## src/rtl/dino_jump_ctrl.sv

```systemverilog
// Dino vertical-motion controller: jump/duck capture, per-tick gravity integration, replay reset.
// Optional build macro DINO_FAST_FALL_EN: holding duck while airborne forces a max-speed fall.
module dino_jump_ctrl #(
    parameter int GROUND_Y = 248,
    parameter int CEIL_Y   = 16,
    parameter int JUMP_VEL = 12,
    parameter int GRAVITY  = 1,
    parameter int MAX_FALL = 15,
    parameter int JUMP_BIT = 0,
    parameter int DUCK_BIT = 1,
    parameter int RUN_DIV  = 6
) (
    input  logic        clk,
    input  logic        reset,
    input  logic [7:0]  controller_report,
    input  logic        tick,
    input  logic        game_over,
    output logic [10:0] dino_y,
    output logic        airborne,
    output logic        ducking,
    output logic        run_frame,
    output logic [7:0]  jump_count,
    output logic [1:0]  dbg_state
);

    localparam logic [1:0] S_GROUND = 2'd0;
    localparam logic [1:0] S_DUCK   = 2'd1;
    localparam logic [1:0] S_RISE   = 2'd2;
    localparam logic [1:0] S_FALL   = 2'd3;

    localparam logic [10:0]        LP_GROUND_Y   = 11'(GROUND_Y);
    localparam logic signed [11:0] LP_CEIL_Y     = 12'(CEIL_Y);
    localparam logic [7:0]         LP_JUMP_VEL   = 8'(JUMP_VEL);
    localparam logic [7:0]         LP_GRAVITY    = 8'(GRAVITY);
    localparam logic [7:0]         LP_MAX_FALL   = 8'(MAX_FALL);
    localparam logic [7:0]         LP_RUN_DIV_M1 = 8'(RUN_DIV - 1);

    logic [1:0]  r_sync1, r_sync2;
    logic        r_prev_jump, r_jump_req, r_go_prev;
    logic [1:0]  r_state, w_state_nxt;
    logic [10:0] r_y, w_y_nxt;
    logic [7:0]  r_vel, w_vel_nxt;
    logic [7:0]  r_count, w_count_nxt;
    logic [7:0]  r_div, w_div_nxt;
    logic        r_frame, w_frame_nxt;
    logic        r_airborne, r_ducking;
    logic        w_airborne_nxt, w_ducking_nxt;

    logic        w_jump_edge, w_duck, w_replay, w_step, w_fast;
    logic        w_unused;
    logic [7:0]  w_fall_base, w_fall_nv, w_rise_vel;
    logic [8:0]  w_fall_sum;
    logic [11:0] w_fall_y;
    logic signed [11:0] w_rise_y;

    assign w_unused    = &{1'b0, controller_report};
    assign w_jump_edge = r_sync2[0] & ~r_prev_jump;
    assign w_duck      = r_sync2[1];
    // A game_over falling edge is a replay and overrides any tick in the same cycle.
    assign w_replay    = r_go_prev & ~game_over;
    assign w_step      = tick & ~game_over & ~w_replay;

`ifdef DINO_FAST_FALL_EN
    assign w_fast = w_duck;
`else
    assign w_fast = 1'b0;
`endif

    assign w_fall_base = w_fast ? LP_MAX_FALL : r_vel;
    assign w_fall_sum  = {1'b0, w_fall_base} + {1'b0, LP_GRAVITY};
    assign w_fall_nv   = (w_fall_sum > {1'b0, LP_MAX_FALL}) ? LP_MAX_FALL : w_fall_sum[7:0];
    assign w_fall_y    = {1'b0, r_y} + {4'b0, w_fall_nv};
    assign w_rise_y    = $signed({1'b0, r_y}) - $signed({4'b0, r_vel});
    assign w_rise_vel  = r_vel - LP_GRAVITY;

    // Input capture runs regardless of game_over; a jump edge on a tick cycle is kept for the next tick.
    always_ff @(posedge clk or posedge reset) begin
        if (reset) begin
            r_sync1     <= 2'b00;
            r_sync2     <= 2'b00;
            r_prev_jump <= 1'b0;
            r_jump_req  <= 1'b0;
            r_go_prev   <= 1'b0;
        end else begin
            r_sync1     <= {controller_report[DUCK_BIT], controller_report[JUMP_BIT]};
            r_sync2     <= r_sync1;
            r_prev_jump <= r_sync2[0];
            r_go_prev   <= game_over;
            if (w_replay)
                r_jump_req <= 1'b0;
            else if (tick)
                r_jump_req <= w_jump_edge;
            else if (w_jump_edge)
                r_jump_req <= 1'b1;
        end
    end

    always_ff @(posedge clk or posedge reset) begin
        if (reset) begin
            r_state    <= S_GROUND;
            r_y        <= LP_GROUND_Y;
            r_vel      <= 8'd0;
            r_count    <= 8'd0;
            r_div      <= 8'd0;
            r_frame    <= 1'b0;
            r_airborne <= 1'b0;
            r_ducking  <= 1'b0;
        end else begin
            r_state    <= w_state_nxt;
            r_y        <= w_y_nxt;
            r_vel      <= w_vel_nxt;
            r_count    <= w_count_nxt;
            r_div      <= w_div_nxt;
            r_frame    <= w_frame_nxt;
            r_airborne <= w_airborne_nxt;
            r_ducking  <= w_ducking_nxt;
        end
    end

    always_comb begin
        w_state_nxt = r_state;
        w_y_nxt     = r_y;
        w_vel_nxt   = r_vel;
        w_count_nxt = r_count;
        w_div_nxt   = r_div;
        w_frame_nxt = r_frame;
        if (w_replay) begin
            w_state_nxt = S_GROUND;
            w_y_nxt     = LP_GROUND_Y;
            w_vel_nxt   = 8'd0;
            w_count_nxt = 8'd0;
            w_div_nxt   = 8'd0;
        end else if (w_step) begin
            case (r_state)
                S_GROUND, S_DUCK: begin
                    if (r_jump_req) begin
                        w_state_nxt = S_RISE;
                        w_vel_nxt   = LP_JUMP_VEL;
                        w_div_nxt   = 8'd0;
                        w_count_nxt = (r_count == 8'hFF) ? r_count : r_count + 8'd1;
                    end else begin
                        w_state_nxt = w_duck ? S_DUCK : S_GROUND;
                        if (r_div == LP_RUN_DIV_M1) begin
                            w_div_nxt   = 8'd0;
                            w_frame_nxt = ~r_frame;
                        end else begin
                            w_div_nxt = r_div + 8'd1;
                        end
                    end
                end
                default: begin
                    if (r_state == S_RISE && !w_fast) begin
                        if (w_rise_y < LP_CEIL_Y) begin
                            w_y_nxt     = LP_CEIL_Y[10:0];
                            w_vel_nxt   = 8'd0;
                            w_state_nxt = S_FALL;
                        end else begin
                            w_y_nxt   = w_rise_y[10:0];
                            w_vel_nxt = w_rise_vel;
                            if (w_rise_vel == 8'd0)
                                w_state_nxt = S_FALL;
                        end
                    end else if (w_fall_y >= {1'b0, LP_GROUND_Y}) begin
                        w_y_nxt     = LP_GROUND_Y;
                        w_vel_nxt   = 8'd0;
                        w_state_nxt = S_GROUND;
                    end else begin
                        w_y_nxt     = w_fall_y[10:0];
                        w_vel_nxt   = w_fall_nv;
                        w_state_nxt = S_FALL;
                    end
                end
            endcase
        end
    end

    always_comb begin
        w_airborne_nxt = (w_state_nxt == S_RISE) || (w_state_nxt == S_FALL);
        w_ducking_nxt  = (w_state_nxt == S_DUCK);
    end

    assign dino_y     = r_y;
    assign airborne   = r_airborne;
    assign ducking    = r_ducking;
    assign run_frame  = r_frame;
    assign jump_count = r_count;
    assign dbg_state  = r_state;

endmodule

```

## config.mk

```make
export PLATFORM = sky130hd
export DESIGN_NAME = dino_jump_ctrl
export DESIGN_NICKNAME = d
export VERILOG_FILES = /design/src/rtl/dino_jump_ctrl.sv
export SDC_FILE = /design/constraint.sdc
export NUM_CORES = 1
export LEC_CHECK = 0
export BUFFER_PORTS_ARGS = -buffer_cell sky130_fd_sc_hd__buf_2
export CORE_ASPECT_RATIO = 1.1
export CORE_MARGIN = 4
export CORE_UTILIZATION = 30
export CTS_CLUSTER_SIZE = 30
export DETAILED_ROUTE_END_ITERATION = 10
export PLACE_DENSITY = 0.51
export SYNTH_ARGS = -nofsm -noshare
export SYNTH_HDL_FRONTEND = slang
export SYNTH_SLANG_ARGS = --single-unit
```

## constraint.sdc

```tcl
create_clock -name clk -period 5 [get_ports clk]
set_input_delay 1 -clock clk [delete_from_list [all_inputs] [get_ports clk]]
set_output_delay 1 -clock clk [all_outputs]
set_load 0.02 [all_outputs]
```

Word level (Yosys, flattened, before mapping)
Cells that the tools add are included.
{"block": "op_classes", "mux": 36, "n_div": 0, "eq_ne": 10, "shift": 0, "mul": 0, "order_cmp": 3, "bitwise_logic": 9, "addsub": 6, "n_reduce_logical": 13}
{"operator": "8-bit 2-to-1 mux", "count": 18}
{"operator": "11-bit 2-to-1 mux", "count": 6}
{"operator": "8-bit by 1-bit adder with 8-bit output, second input constant", "count": 2}
{"operator": "2-bit 2-to-1 mux", "count": 8}
{"operator": "11-bit by 8-bit adder with 12-bit output", "count": 1}
{"operator": "12-bit by 8-bit >= comparator with 1-bit output, second input constant", "count": 1}
{"operator": "12-bit by 6-bit less-than comparator with 1-bit output, second input constant", "count": 1}
{"operator": "11-bit by 8-bit subtractor with 12-bit output", "count": 1}
{"operator": "8-bit by 1-bit adder with 9-bit output, second input constant", "count": 1}
{"operator": "9-bit by 4-bit greater-than comparator with 1-bit output, second input constant", "count": 1}
{"operator": "8-bit by 3-bit == test with 1-bit output, second input constant", "count": 1}
{"operator": "8-bit == test, second input constant", "count": 1}
{"operator": "8-bit logical NOT", "count": 1}
{"operator": "8-bit by 1-bit subtractor with 8-bit output, second input constant", "count": 1}
{"operator": "2-bit == test, second input constant", "count": 3}
{"operator": "2-bit AND reduction", "count": 3}
{"operator": "2-bit nonzero test", "count": 3}
{"operator": "1-bit NOT", "count": 5}
{"operator": "5-bit AND reduction", "count": 1}
{"operator": "1-bit bitwise AND", "count": 4}
{"operator": "2-bit by 1-bit == test with 1-bit output, second input constant", "count": 2}
{"operator": "1-bit 2-to-1 mux", "count": 4}
{"operator": "2-bit != test, second input constant", "count": 2}
{"operator": "4-bit AND reduction", "count": 1}
{"operator": "other kinds (5)", "count": 5}
{"block": "totals", "latchBits": 0, "out_inout_bits": 24, "wordCells": 90, "register_bits": 47, "romBits": 0, "ram_bits": 0, "memories": 0, "inputBits": 12}

Depth between registers and ports, before layout
{"block": "depth", "depth_word": 12, "ltp_mapped": 19, "mapped_depth_nobuf": 17}

Least setup slack after synthesis
OpenSTA, ideal clock, no wires.
{"block": "synth_timing", "path_kind": "flip-flop to flip-flop", "startpoint": "reg r_vel[0]", "endpoint": "reg r_ducking, in the netlist ducking", "arrival_time_ns": 4.029, "path_slack_ns": 0.850, "stages_incl_launch_ff": 18, "setup_time_ns": 0.122, "period_less_slack_ns": 4.150, "t_required_ns": 4.878, "path_buffers": 1, "path_cell_list": "dfrtp_1 clkbuf_1 inv_1 ha_1 nor3b_1 o21ai_0 nor3_1 a211oi_1 nand2_1 ha_1 a211o_1 a2111oi_4 o41ai_1 or4_4 and3b_4 a2111oi_4 a31oi_1 nor2b_1"}
{"block": "synth_via", "elab_chain_len": 11, "elab_cells_between_ends": 17, "cone_classes": "4 x add/sub; 3 x order compare; 1 x eq/ne; 8 x mux; 1 x reduce/logical"}
{"item": "start, declared", "line": "42", "source": "logic [7:0] r_vel, w_vel_nxt;"}
{"item": "start signal, assigned", "line": "111", "source": "r_vel <= w_vel_nxt;"}
{"item": "8-bit by 1-bit adder with 9-bit output", "line": "70", "source": "assign w_fall_sum = {1'b0, w_fall_base} + {1'b0, LP_GRAVITY};"}
{"item": "9-bit by 4-bit greater-than comparator with 1-bit output", "line": "71", "source": "assign w_fall_nv = (w_fall_sum > {1'b0, LP_MAX_FALL}) ? LP_MAX_FALL : w_fall_sum[7:0];"}
{"item": "8-bit 2-to-1 mux", "line": "71"}
{"item": "11-bit by 8-bit adder with 12-bit output", "line": "72", "source": "assign w_fall_y = {1'b0, r_y} + {4'b0, w_fall_nv};"}
{"item": "12-bit by 8-bit >= comparator with 1-bit output", "line": "163", "source": "end else if (w_fall_y >= {1'b0, LP_GROUND_Y}) begin"}
{"item": "2-bit 2-to-1 mux", "line": "163"}
{"item": "2-bit 2-to-1 mux (*)", "line": "152", "source": "if (r_state == S_RISE && !w_fast) begin"}
{"item": "2-bit 2-to-1 mux (*)", "line": "134", "source": "case (r_state)"}
{"item": "2-bit 2-to-1 mux (*)", "line": "133", "source": "end else if (w_step) begin"}
{"item": "2-bit 2-to-1 mux (*)", "line": "127", "source": "if (w_replay) begin"}
{"item": "via w_state_nxt[0]", "line": "40", "source": "logic [1:0] r_state, w_state_nxt;"}
{"item": "2-bit by 1-bit == test with 1-bit output (*)", "line": "179", "source": "w_ducking_nxt = (w_state_nxt == S_DUCK);"}
{"item": "via w_ducking_nxt", "line": "47", "source": "logic w_airborne_nxt, w_ducking_nxt;"}
{"item": "end signal, assigned", "line": "116", "source": "r_ducking <= w_ducking_nxt;"}
{"item": "end, declared", "line": "46", "source": "logic r_airborne, r_ducking;"}
The timed path passes the listed nets; every way through them passes the cells marked *.
A chain may end at the register's enable or synchronous reset.

Worst setup path after layout
Same ends and word-level chain as after synthesis.

==> summary.txt <==
STA
  – Final Cycle Share: 92.3%
  – Final Hold Viols: 0
  – Final worst slack: 383 ps
  – Slew Limit Fails: 0
  – Tmin final: 4620 ps
  – Actual slew at the worst max-slew pin: 1000 ps
  – Slew HR: 33.1%
  – Setup tns final: 0 ps
  – Fmax: 217 MHz
  – Endpoints failing setup: 0
  – Worst Skew: 7.23 ps
  – RSZ-0062 raised after global routing: no
  – Hold WS: 347 ps

Die
  – Row cnt: 40
  – Core ar.: 11000 sq um
  – Die width: 110 microns
  – Die Y: 120 microns
  – I/O Pins: 36
  – Total die area: 13100 sq um
  – Initial Util: 31.0%

Hold path
  – Hold path cells: 0
  – Min-Delay Path Class: reg2reg

Run
  – # Max-Cap Violations: 0

Synth
  – Cell count after synthesis: 393
  – Top cell type's share of synthesized area: 30.8%
  – Post-Synth Adder-Cell Area: 8.88%
  – Yosys top cell by area: dfrtp_1
  – Synth top area cells: dfrtp_1 31%, ha_1 7.7%, dfstp_2 3.9%, nor2_1 3.9%, xnor2_1 3.6%
  – Flops & latches, synth: 47
  – Sequential element share of the synthesized area: 34.7%
  – Compound-gate portion of the synthesized area: 22.2%
  – Ys async rst share: 100%
  – Netlist cell types: 62
  – Mean Syn Cell Area: 8.67 sq um
  – Post-Syn Area: 3410 sq um
  – Simple logic cell fraction of the synthesized area: 22.7%
  – Ys Warns: 0
  – Post-synthesis mux area share: 0.991%
  – Primary FF master, synth: dfrtp_1
  – EDFF count, synth: 0
  – Largest family of logic cells by synthesized area: simple AND/OR/NAND/NOR gates
  – Synth Area in XOR/XNOR: 5.91%

Finish
  – # diodes: 0
  – Nets: 451
  – Final Util: 34.9%
  – Commonest non-fill, non-tap cells in the layout: 42 x dfrtp_1, 35 x nor2_1, 32 x nand2_1
  – Area growth from synthesis to layout: 12.8%
  – Final instance count without filler cells: 564
  – Layout cells sized above 1: 14.6%
  – Post-route cell area: 3840 sq um
  – Fill cells: 1179
  – Leading cell type in the layout, fill and taps excluded: dfrtp_1

Clock tree
  – Post_cts resized: 0
  – Longest Clk Path Bufs: 2
  – CTS Sinks: 47
  – Post-CTS Setup Inserts: 0
  – Root Buffer: clkbuf_16
  – Total CTS buffers: 5
  – Reg clk slew, reported paths: 70 ps
  – H-tree levels: 2
  – Worst-skew pair later-pin latency: 300 ps
  – CTS tree: yes
  – Hold_buf cts: 0

Critical path
  – Arr. time, crit path: 4800 ps
  – R2R depth: 16
  – Critical Path RT: 5180 ps
  – Critical Setup Path Class: reg2reg
  – Crit Path Max Fanout: 11
  – Crit path capture type: register
  – Startpoint Class: register

Power
  – Max IR drop VDD: 0.257 mV
  – P_leak: 1.66 nW
  – Total Power: 1.26 mW
  – Pwr/cell area: 328 nW/um^2

Route
  – Detailed-route vias per instance: 5.18
  – Number of routed nets with antenna violations: 0
  – # DRC: 0
  – Routed wire length: 8840 microns
  – Pre-Repair DR Iteration Count: 4
  – First DRT Iteration DRCs: 166
  – Wire per inst: 15.7 microns
  – Via count: 2924

GRT
  – GR Util All Layers: 14.1%
  – Grt total ovfl: 0
  – Largest net degree at the start of global routing: 48
  – Antenna violations before repair: 0
  – Global-route wire length before repair: 14800 microns
  – Vias in the first global route: 2992

Place
  – Placed cells: 556
  – HPWL Detailed: 6620 microns
  – Setup slack at placement: 414 ps
  – IO buf count: 29
  – DP Area: 3700 sq um
  – Final GP Congestion: 0.851

Run status
  – Status: finished clean
## cells in the mapped netlist, types with 2 or more instances
cell type  instances
o21ai_1            6
o2111ai_1          3
o21ai_0           18
dfrtp_1           42
ha_1              21
o21a_1             7
nor2_1            35
nand3_1           16
clkbuf_1          15
buf_2              3
dfstp_2            5
a21oi_1           24
or3_1              5
fa_1               2
nand2b_1           9
and3_1             6
inv_1             22
nor4b_1            2
xnor2_1           14
mux2_2             2
o2bb2ai_1          2
nor4_1             2
a31oi_1            5
nor3b_1            2
a211o_1            2
o21bai_1           2
or2_2              5
a41oi_1            3
o311ai_1           2
a211oi_1           4
nand2_1           32
xor2_1             9
nand4b_1           2
o31ai_1            4
a2111oi_4          2
a221oi_1           6
nor2b_1           12
a21o_1             2
nand4_1            7
nor3_1             7
o211ai_1           2
o22ai_1            2
## registers in the layout, summed over array words and instances (netlist names)
name,cells
airborne,1
dbg_state,2
dino_y,11
ducking,1
jump_count,8
r_div,8
r_go_prev,1
r_jump_req,1
r_prev_jump,1
r_sync1,2
r_sync2,2
r_vel,8
run_frame,1
## cells by family after synthesis
| logic type | after synthesis |
|---|---|
| fa+ha+maj | 23 |
| simple gates | 149 |
| buf+inv | 40 |
| other cells | 1 |
| xor+xnor | 23 |
| mux | 3 |
| flops | 47 |
| compound gates | 107 |
## power breakdown
part / switching, mW / total (mW) / internal, mW
logic: 0.275 / 0.453 / 0.179
registers: 0.0503 / 0.469 / 0.419
clock network: 0.153 / 0.338 / 0.185
## cell type report
type	instances	area, sq um	share of cell area [%]
multi-input cells	307	2080	54.0
repair buffers	33	175	4.56
clock buffers	5	125	3.25
well taps	147	184	4.78
inverters	22	82.6	2.15
flip-flops and latches	47	1180	30.8
clock inverters	3	20.0	0.521
## critical path, cell delays in order (launching register included)
cell	delay, ps
dfrtp_1	570
inv_1	140
ha_1	330
nor3b_1	150
o21ai_0	170
nor3_1	70
a211oi_1	380
nand2_1	200
ha_1	330
a211o_1	340
a2111oi_4	330
o41ai_1	130
or4_4	460
and3b_4	280
a2111oi_4	320
a31oi_1	130
nor2b_1	190
## path summary, 6_finish.rpt
kind                             from             to  slack, ps
setup / recovery             r_vel[0]        ducking        380
hold / removal             r_sync1[0]     r_sync2[0]        350
setup reg to reg             r_vel[0]        ducking        380
hold reg to reg            r_sync1[0]     r_sync2[0]        350
max in group asynchronous       reset  jump_count[6]       3430
min in group asynchronous       reset   dbg_state[0]        950
## layer usage
layer | global-route usage [%] | vias up | wire, microns
li1 | - | 1457 | -
met1 | 19.1 | 1403 | 4150
met2 | 22.6 | 56 | 4280
met3 | 2.53 | 8 | 330
met4 | 4.44 | 0 | 76
met5 | 0 | - | 0
(Power assumes the default switching activity.)
